File: src/rtl/countdown_timer.sv
// ---------------------------------------------------------------------------
// countdown_timer
//
// Minutes:seconds countdown timer with BCD time registers. A prescaler
// divides clk down to one decrement per DIV cycles while running. The
// preset is loaded by strobe and checked for legal BCD; an illegal preset
// is rejected and flagged on the sticky load_err output.
//
// Parameters
//   DIV       clk cycles per one-second decrement
//
// Ports
//   clk       system clock, rising-edge active
//   rst_n     asynchronous active-low reset
//   load      strobe: load preset (highest priority)
//   load_min  BCD minutes preset {tens, ones}, 00-99
//   load_sec  BCD seconds preset {tens, ones}, 00-59
//   start     strobe: start or resume counting (lowest priority)
//   pause     strobe: pause counting
//   min       current BCD minutes
//   sec       current BCD seconds
//   running   high while counting
//   done      high once the count has reached 00:00
//   load_err  sticky flag, set by an illegal preset, cleared by a legal one
// ---------------------------------------------------------------------------
module countdown_timer #(
  parameter int DIV = 50000000
) (
  input  logic       clk,
  input  logic       rst_n,
  input  logic       load,
  input  logic [7:0] load_min,
  input  logic [7:0] load_sec,
  input  logic       start,
  input  logic       pause,
  output logic [7:0] min,
  output logic [7:0] sec,
  output logic       running,
  output logic       done,
  output logic       load_err
);

  // A one-bit prescaler is kept even for DIV=1 so the vector is never empty.
  localparam int PW = (DIV > 1) ? $clog2(DIV) : 1;
  localparam logic [PW-1:0] PRESC_MAX = PW'(DIV - 1);

  typedef enum logic [1:0] {
    IDLE   = 2'd0,
    RUN    = 2'd1,
    PAUSED = 2'd2,
    DONE   = 2'd3
  } state_t;

  state_t        state;
  state_t        state_nxt;
  logic [PW-1:0] presc;
  logic [PW-1:0] presc_nxt;
  logic [7:0]    min_nxt;
  logic [7:0]    sec_nxt;
  logic          err_nxt;
  logic          running_nxt;
  logic          done_nxt;
  logic          preset_ok;
  logic          tick;
  logic          last_second;
  logic          time_zero;
  logic [15:0]   time_dec;

  // One-second BCD decrement of {min, sec} with the borrow rippling from
  // seconds ones through seconds tens (base 6) into the minutes digits.
  // Only used while running, where the time is never 00:00.
  function automatic logic [15:0] bcd_dec(input logic [15:0] t);
    logic [3:0] m1;
    logic [3:0] m0;
    logic [3:0] s1;
    logic [3:0] s0;
    logic       borrow;
    {m1, m0, s1, s0} = t;
    borrow = 1'b1;
    if (s0 != 4'd0) begin
      s0     = s0 - 4'd1;
      borrow = 1'b0;
    end else begin
      s0 = 4'd9;
    end
    if (borrow) begin
      if (s1 != 4'd0) begin
        s1     = s1 - 4'd1;
        borrow = 1'b0;
      end else begin
        s1 = 4'd5;
      end
    end
    if (borrow) begin
      if (m0 != 4'd0) begin
        m0     = m0 - 4'd1;
        borrow = 1'b0;
      end else begin
        m0 = 4'd9;
      end
    end
    if (borrow) begin
      m1 = m1 - 4'd1;
    end
    return {m1, m0, s1, s0};
  endfunction

  // Preset legality: every digit 0-9 and seconds tens 0-5.
  assign preset_ok = (load_min[7:4] <= 4'd9) && (load_min[3:0] <= 4'd9) &&
                     (load_sec[7:4] <= 4'd5) && (load_sec[3:0] <= 4'd9);

  assign tick        = (presc == PRESC_MAX);
  assign time_dec    = bcd_dec({min, sec});
  assign last_second = (min == 8'h00) && (sec == 8'h01);
  assign time_zero   = (min == 8'h00) && (sec == 8'h00);

  // State register.
  always_ff @(posedge clk or negedge rst_n) begin
    if (!rst_n) begin
      state <= IDLE;
    end else begin
      state <= state_nxt;
    end
  end

  // Next-state and datapath decisions. Strobe priority is load, then pause,
  // then start; a pause strobe swallows a simultaneous start even when the
  // pause itself has no effect. Pausing freezes the prescaler for that edge
  // so a resume continues exactly where the count left off.
  always_comb begin
    state_nxt = state;
    presc_nxt = presc;
    min_nxt   = min;
    sec_nxt   = sec;
    err_nxt   = load_err;
    if (load) begin
      if (preset_ok) begin
        state_nxt = IDLE;
        min_nxt   = load_min;
        sec_nxt   = load_sec;
        presc_nxt = '0;
        err_nxt   = 1'b0;
      end else begin
        err_nxt = 1'b1;
      end
    end else if (pause) begin
      if (state == RUN) begin
        state_nxt = PAUSED;
      end
    end else begin
      case (state)
        IDLE, PAUSED: begin
          if (start) begin
            state_nxt = time_zero ? DONE : RUN;
          end
        end
        RUN: begin
          if (tick) begin
            presc_nxt          = '0;
            {min_nxt, sec_nxt} = time_dec;
            if (last_second) begin
              state_nxt = DONE;
            end
          end else begin
            presc_nxt = presc + 1'b1;
          end
        end
        default: begin
        end
      endcase
    end
  end

  // Status outputs decoded from the next state so that, once registered,
  // they change on the same edge as the state itself.
  always_comb begin
    running_nxt = (state_nxt == RUN);
    done_nxt    = (state_nxt == DONE);
  end

  // Time, prescaler, error flag and status output registers.
  always_ff @(posedge clk or negedge rst_n) begin
    if (!rst_n) begin
      presc    <= '0;
      min      <= 8'h00;
      sec      <= 8'h00;
      load_err <= 1'b0;
      running  <= 1'b0;
      done     <= 1'b0;
    end else begin
      presc    <= presc_nxt;
      min      <= min_nxt;
      sec      <= sec_nxt;
      load_err <= err_nxt;
      running  <= running_nxt;
      done     <= done_nxt;
    end
  end

endmodule

File: config.mk
export PLATFORM = sky130hd
export DESIGN_NAME = countdown_timer
export DESIGN_NICKNAME = d
export VERILOG_FILES = /design/src/rtl/countdown_timer.sv
export SDC_FILE = /design/constraint.sdc
export NUM_CORES = 1
export LEC_CHECK = 0
export BUFFER_PORTS_ARGS = -buffer_cell sky130_fd_sc_hd__buf_2
export CORE_UTILIZATION = 40
export CTS_CLUSTER_DIAMETER = 30
export DETAILED_ROUTE_END_ITERATION = 8
export GPL_TIMING_DRIVEN = 0
export PLACE_DENSITY = 0.66
export SYNTH_ARGS = -nofsm -noshare
export SYNTH_HDL_FRONTEND = slang
export SYNTH_SLANG_ARGS = --single-unit
File: constraint.sdc
create_clock -name clk -period 4.3 [get_ports clk]
set_clock_uncertainty 0.05 [all_clocks]
set_input_delay 0.43 -clock clk [delete_from_list [all_inputs] [get_ports clk]]
set_output_delay 0.43 -clock clk [all_outputs]
set_load 0.05 [all_outputs]
==> reports/qor.yml <==
global_routing:
  antenna_found_initial: 0
  grt_overflow: 0
  first_global_vias: 2811
  gr-usage-all-layers_pct: 23.5
  grt_first_pass_wirelength_um: 14100
  grt_max_degree: 48
synth:
  synthArstFlopShare_pct: 100
  synth_edf_count: 0
  ys_ff_latch: 47
  netlist.area_leader.share_pct: 39.6
  yosysSeqAreaShare_pct: 39.6
  synth_fp_nets: 371
  synth_ff_type: "dfrtp_1"
  yosysWarnings: 0
  ys_types: 60
  yosysTopAreaCell: "dfrtp_1"
  synth_area_um2: 2970
  synth_area_leaders: "dfrtp_1 (40%), a21oi_1 (5.6%), nand2_1 (3.4%)"
  syn_inst: 347
  syn_area_per_cell_um2: 8.56
route:
  vias: 2997
  first_pass_iters: 5
  avgRoutedWirePerCell_um: 17.2
  viasPerCell: 6.09
  first_iter_violations: 199
  wl_um: 8480
  drc: 0
  ant_nets: 0
sta:
  rsz0062_at_grt: "false"
  hold_viol_final: 0
  setup_viol: 0
  slew_viol_final: 0
  tightest_slew_ns: 1.09
  max_freq_mhz: 349
  min_period_ns: 2.86
  maxSlewHeadroom_pct: 27.5
  tns_ns: 0
  whs_ns: 0.275
  finalCritPeriodShare_pct: 66.6
floorplan:
  core_um2: 7210
  dieArea_um2: 7780
  die_h_um: 88.2
  die_x_um: 88.2
  fp-row-count: 31
  io-pin-count: 40
  start_util_pct: 41.2
worst_setup_path:
  end_kind: "register"
  slowest_delay_ns: 0.66
  r2r_slack_ns: 1.44
  cp_num_buf_inv: 1
  r2r_start: "presc[8]"
  crit_path_top_delay_cell: "nor2_1"
  start_kind: "register"
  crit_chain: "buf_6, or4b_4, nor4_2, a21oi_1, nor2_1, nor4_1"
  critPathKind: "reg2reg"
  cp_top_family: "simple AND/OR/NAND/NOR gates"
  cp.required_ns: 4.41
  crit_path_max_fanout: 10
  reg2reg_to: "presc[25]"
  crit_cells: 6
  startpoint: "presc[8]"
  worstPathArrival_ns: 2.97
  r2r_cells: 6
clock_tree:
  numClockSinks: 47
  path_clk_slew_ns: 0.09
  clk_path_buf_depth: 2
  cts_setup_buffers: 0
  cts_buffers: 5
  cts_tree: "done"
  insertion_delay_ns: 0.30
  cts_hold_buffers: 0
  ctsResizeCount: 0
  h-tree-depth: 2
  clockRootBuffer: "clkbuf_8"
pwr:
  leakagePower_nw: 1.36
  p_per_area_nw_per_um2: 438
  seqPwrFrac_pct: 42.2
  p_switching_uw: 670
  combPwrFrac_pct: 38.9
  p_clk_share_pct: 18.9
  ir_drop_v: 0.000208
  p_sw_share_pct: 45.3
  internal_power_uw: 809
status:
  status: "completed"
layout:
  layoutNonFillerInstCount: 492
  area.growth.synth_to_final_pct: 13.7
  num_antenna_cells: 0
  fin_nets: 417
  drive_above_1_share_pct: 14.5
  final_util_pct: 46.8
placed_design:
  dp_hpwl_um: 6010
  placed_cells: 485
  io_buffers: 39
  gp_congestion: 0.864
hold_path:
  hold_path_class: "in2async"
flow_run:
  cap_violations: 0
worst register-to-register path, stage by stage (launching register included):
cell and delay (ns):
dfrtp_1 0.38, buf_6 0.13, or4b_4 0.55, nor4_2 0.47
a21oi_1 0.32, nor2_1 0.67, nor4_1 0.15
power groups by stage:
| stage | clock network [mW] | logic (mW) | registers [mW] |
|---|---|---|---|
| 2_1_floorplan | 0 | 0.229 | 0.806 |
| 3_3_place_gp | 0 | 0.564 | 0.626 |
| 3_5_place_dp | 0 | 0.572 | 0.629 |
| 4_1_cts | 0.285 | 0.575 | 0.621 |
| 5_1_grt | 0.304 | 0.626 | 0.640 |
| 6_report | 0.280 | 0.575 | 0.625 |
layer usage:
layer	global-route usage, %	share of wire, %
met1	31.7	44
met2	39.4	48
met5	0	0
met3	3.58	5.9
met4	5.57	1.3
cell families (layout without fill, tap and decap cells):
logic type      count (synthesis)  after routing  share of synthesized area [%]
fa+ha+maj                       3              3                           1.26
compound gates                112            112                           24.9
simple gates                  147            147                           28.3
flops                          47             47                           39.6
mux                             4              4                           1.39
buf+inv                        34             80                           4.59
state kept, by name, summed over array words and instances, names as in the netlist:
register  cells
presc        26
min           8
sec           8
state         2
running       1
done          1
load_err      1
area by class of cell:
class	count	area [µm²]
fillers	755	3840
multi-input cells	266	1660
flip-flops and latches	47	1180
repair buffers	39	195
well taps	99	124
plain buffers	23	95.1
clock buffers	6	82.6
inverters	11	41.3
clock inverters	1	5.00
placed cells by master (no fill, tap or decap), types with 6 or more instances in the layout:
master and n:
a21oi_1 33, a31oi_1 7, and3_1 7, buf_2 40, clkbuf_1 20, clkbuf_8 6
dfrtp_1 47, inv_1 11, nand2_1 27, nand3_1 16, nand4_1 10, nor2_1 21
nor3_1 10, nor4_1 11, o21a_1 7, o21ai_0 19, o31ai_1 10, or3_1 6
or4_1 11
metrics by stage:
stage	instance area, µm²	power (mW)	setup slack, ns
finish	3380	1.48	1.44
global route	3380	1.57	1.31
floorplan	2970	1.03	1.70
global placement	3290	1.19	1.24
detailed placement	3290	1.20	1.19
CTS	3380	1.48	1.47
synth_stat cells, drive strengths merged, types with 2 or more instances:
master   n
a211o    3
a21boi   3
a21o     2
a21oi   33
a22oi    2
a31oi    7
a32oi    2
a41oi    2
and2     6
and3     7
and4     5
and4b    2
buf      3
clkbuf  20
dfrtp   47
ha       3
inv     11
mux2i    3
nand2   27
nand2b   3
nand3   16
nand4   10
nor2    21
nor2b    2
nor3    10
nor4    12
nor4b    2
o21a     7
o21ai   19
o22ai    3
o31a     2
o31ai   10
o32ai    2
o41ai    3
or3      6
or4     11
or4b     4
worst max-delay path by stage:
stage | to | slack, ns
global route | presc[25] | 1.31
detailed placement | presc[25] | 1.19
floorplan | min[4] | 1.70
CTS | presc[25] | 1.47
finish | presc[25] | 1.44
global placement | presc[25] | 1.24
Power figures use the tool's default switching activity.
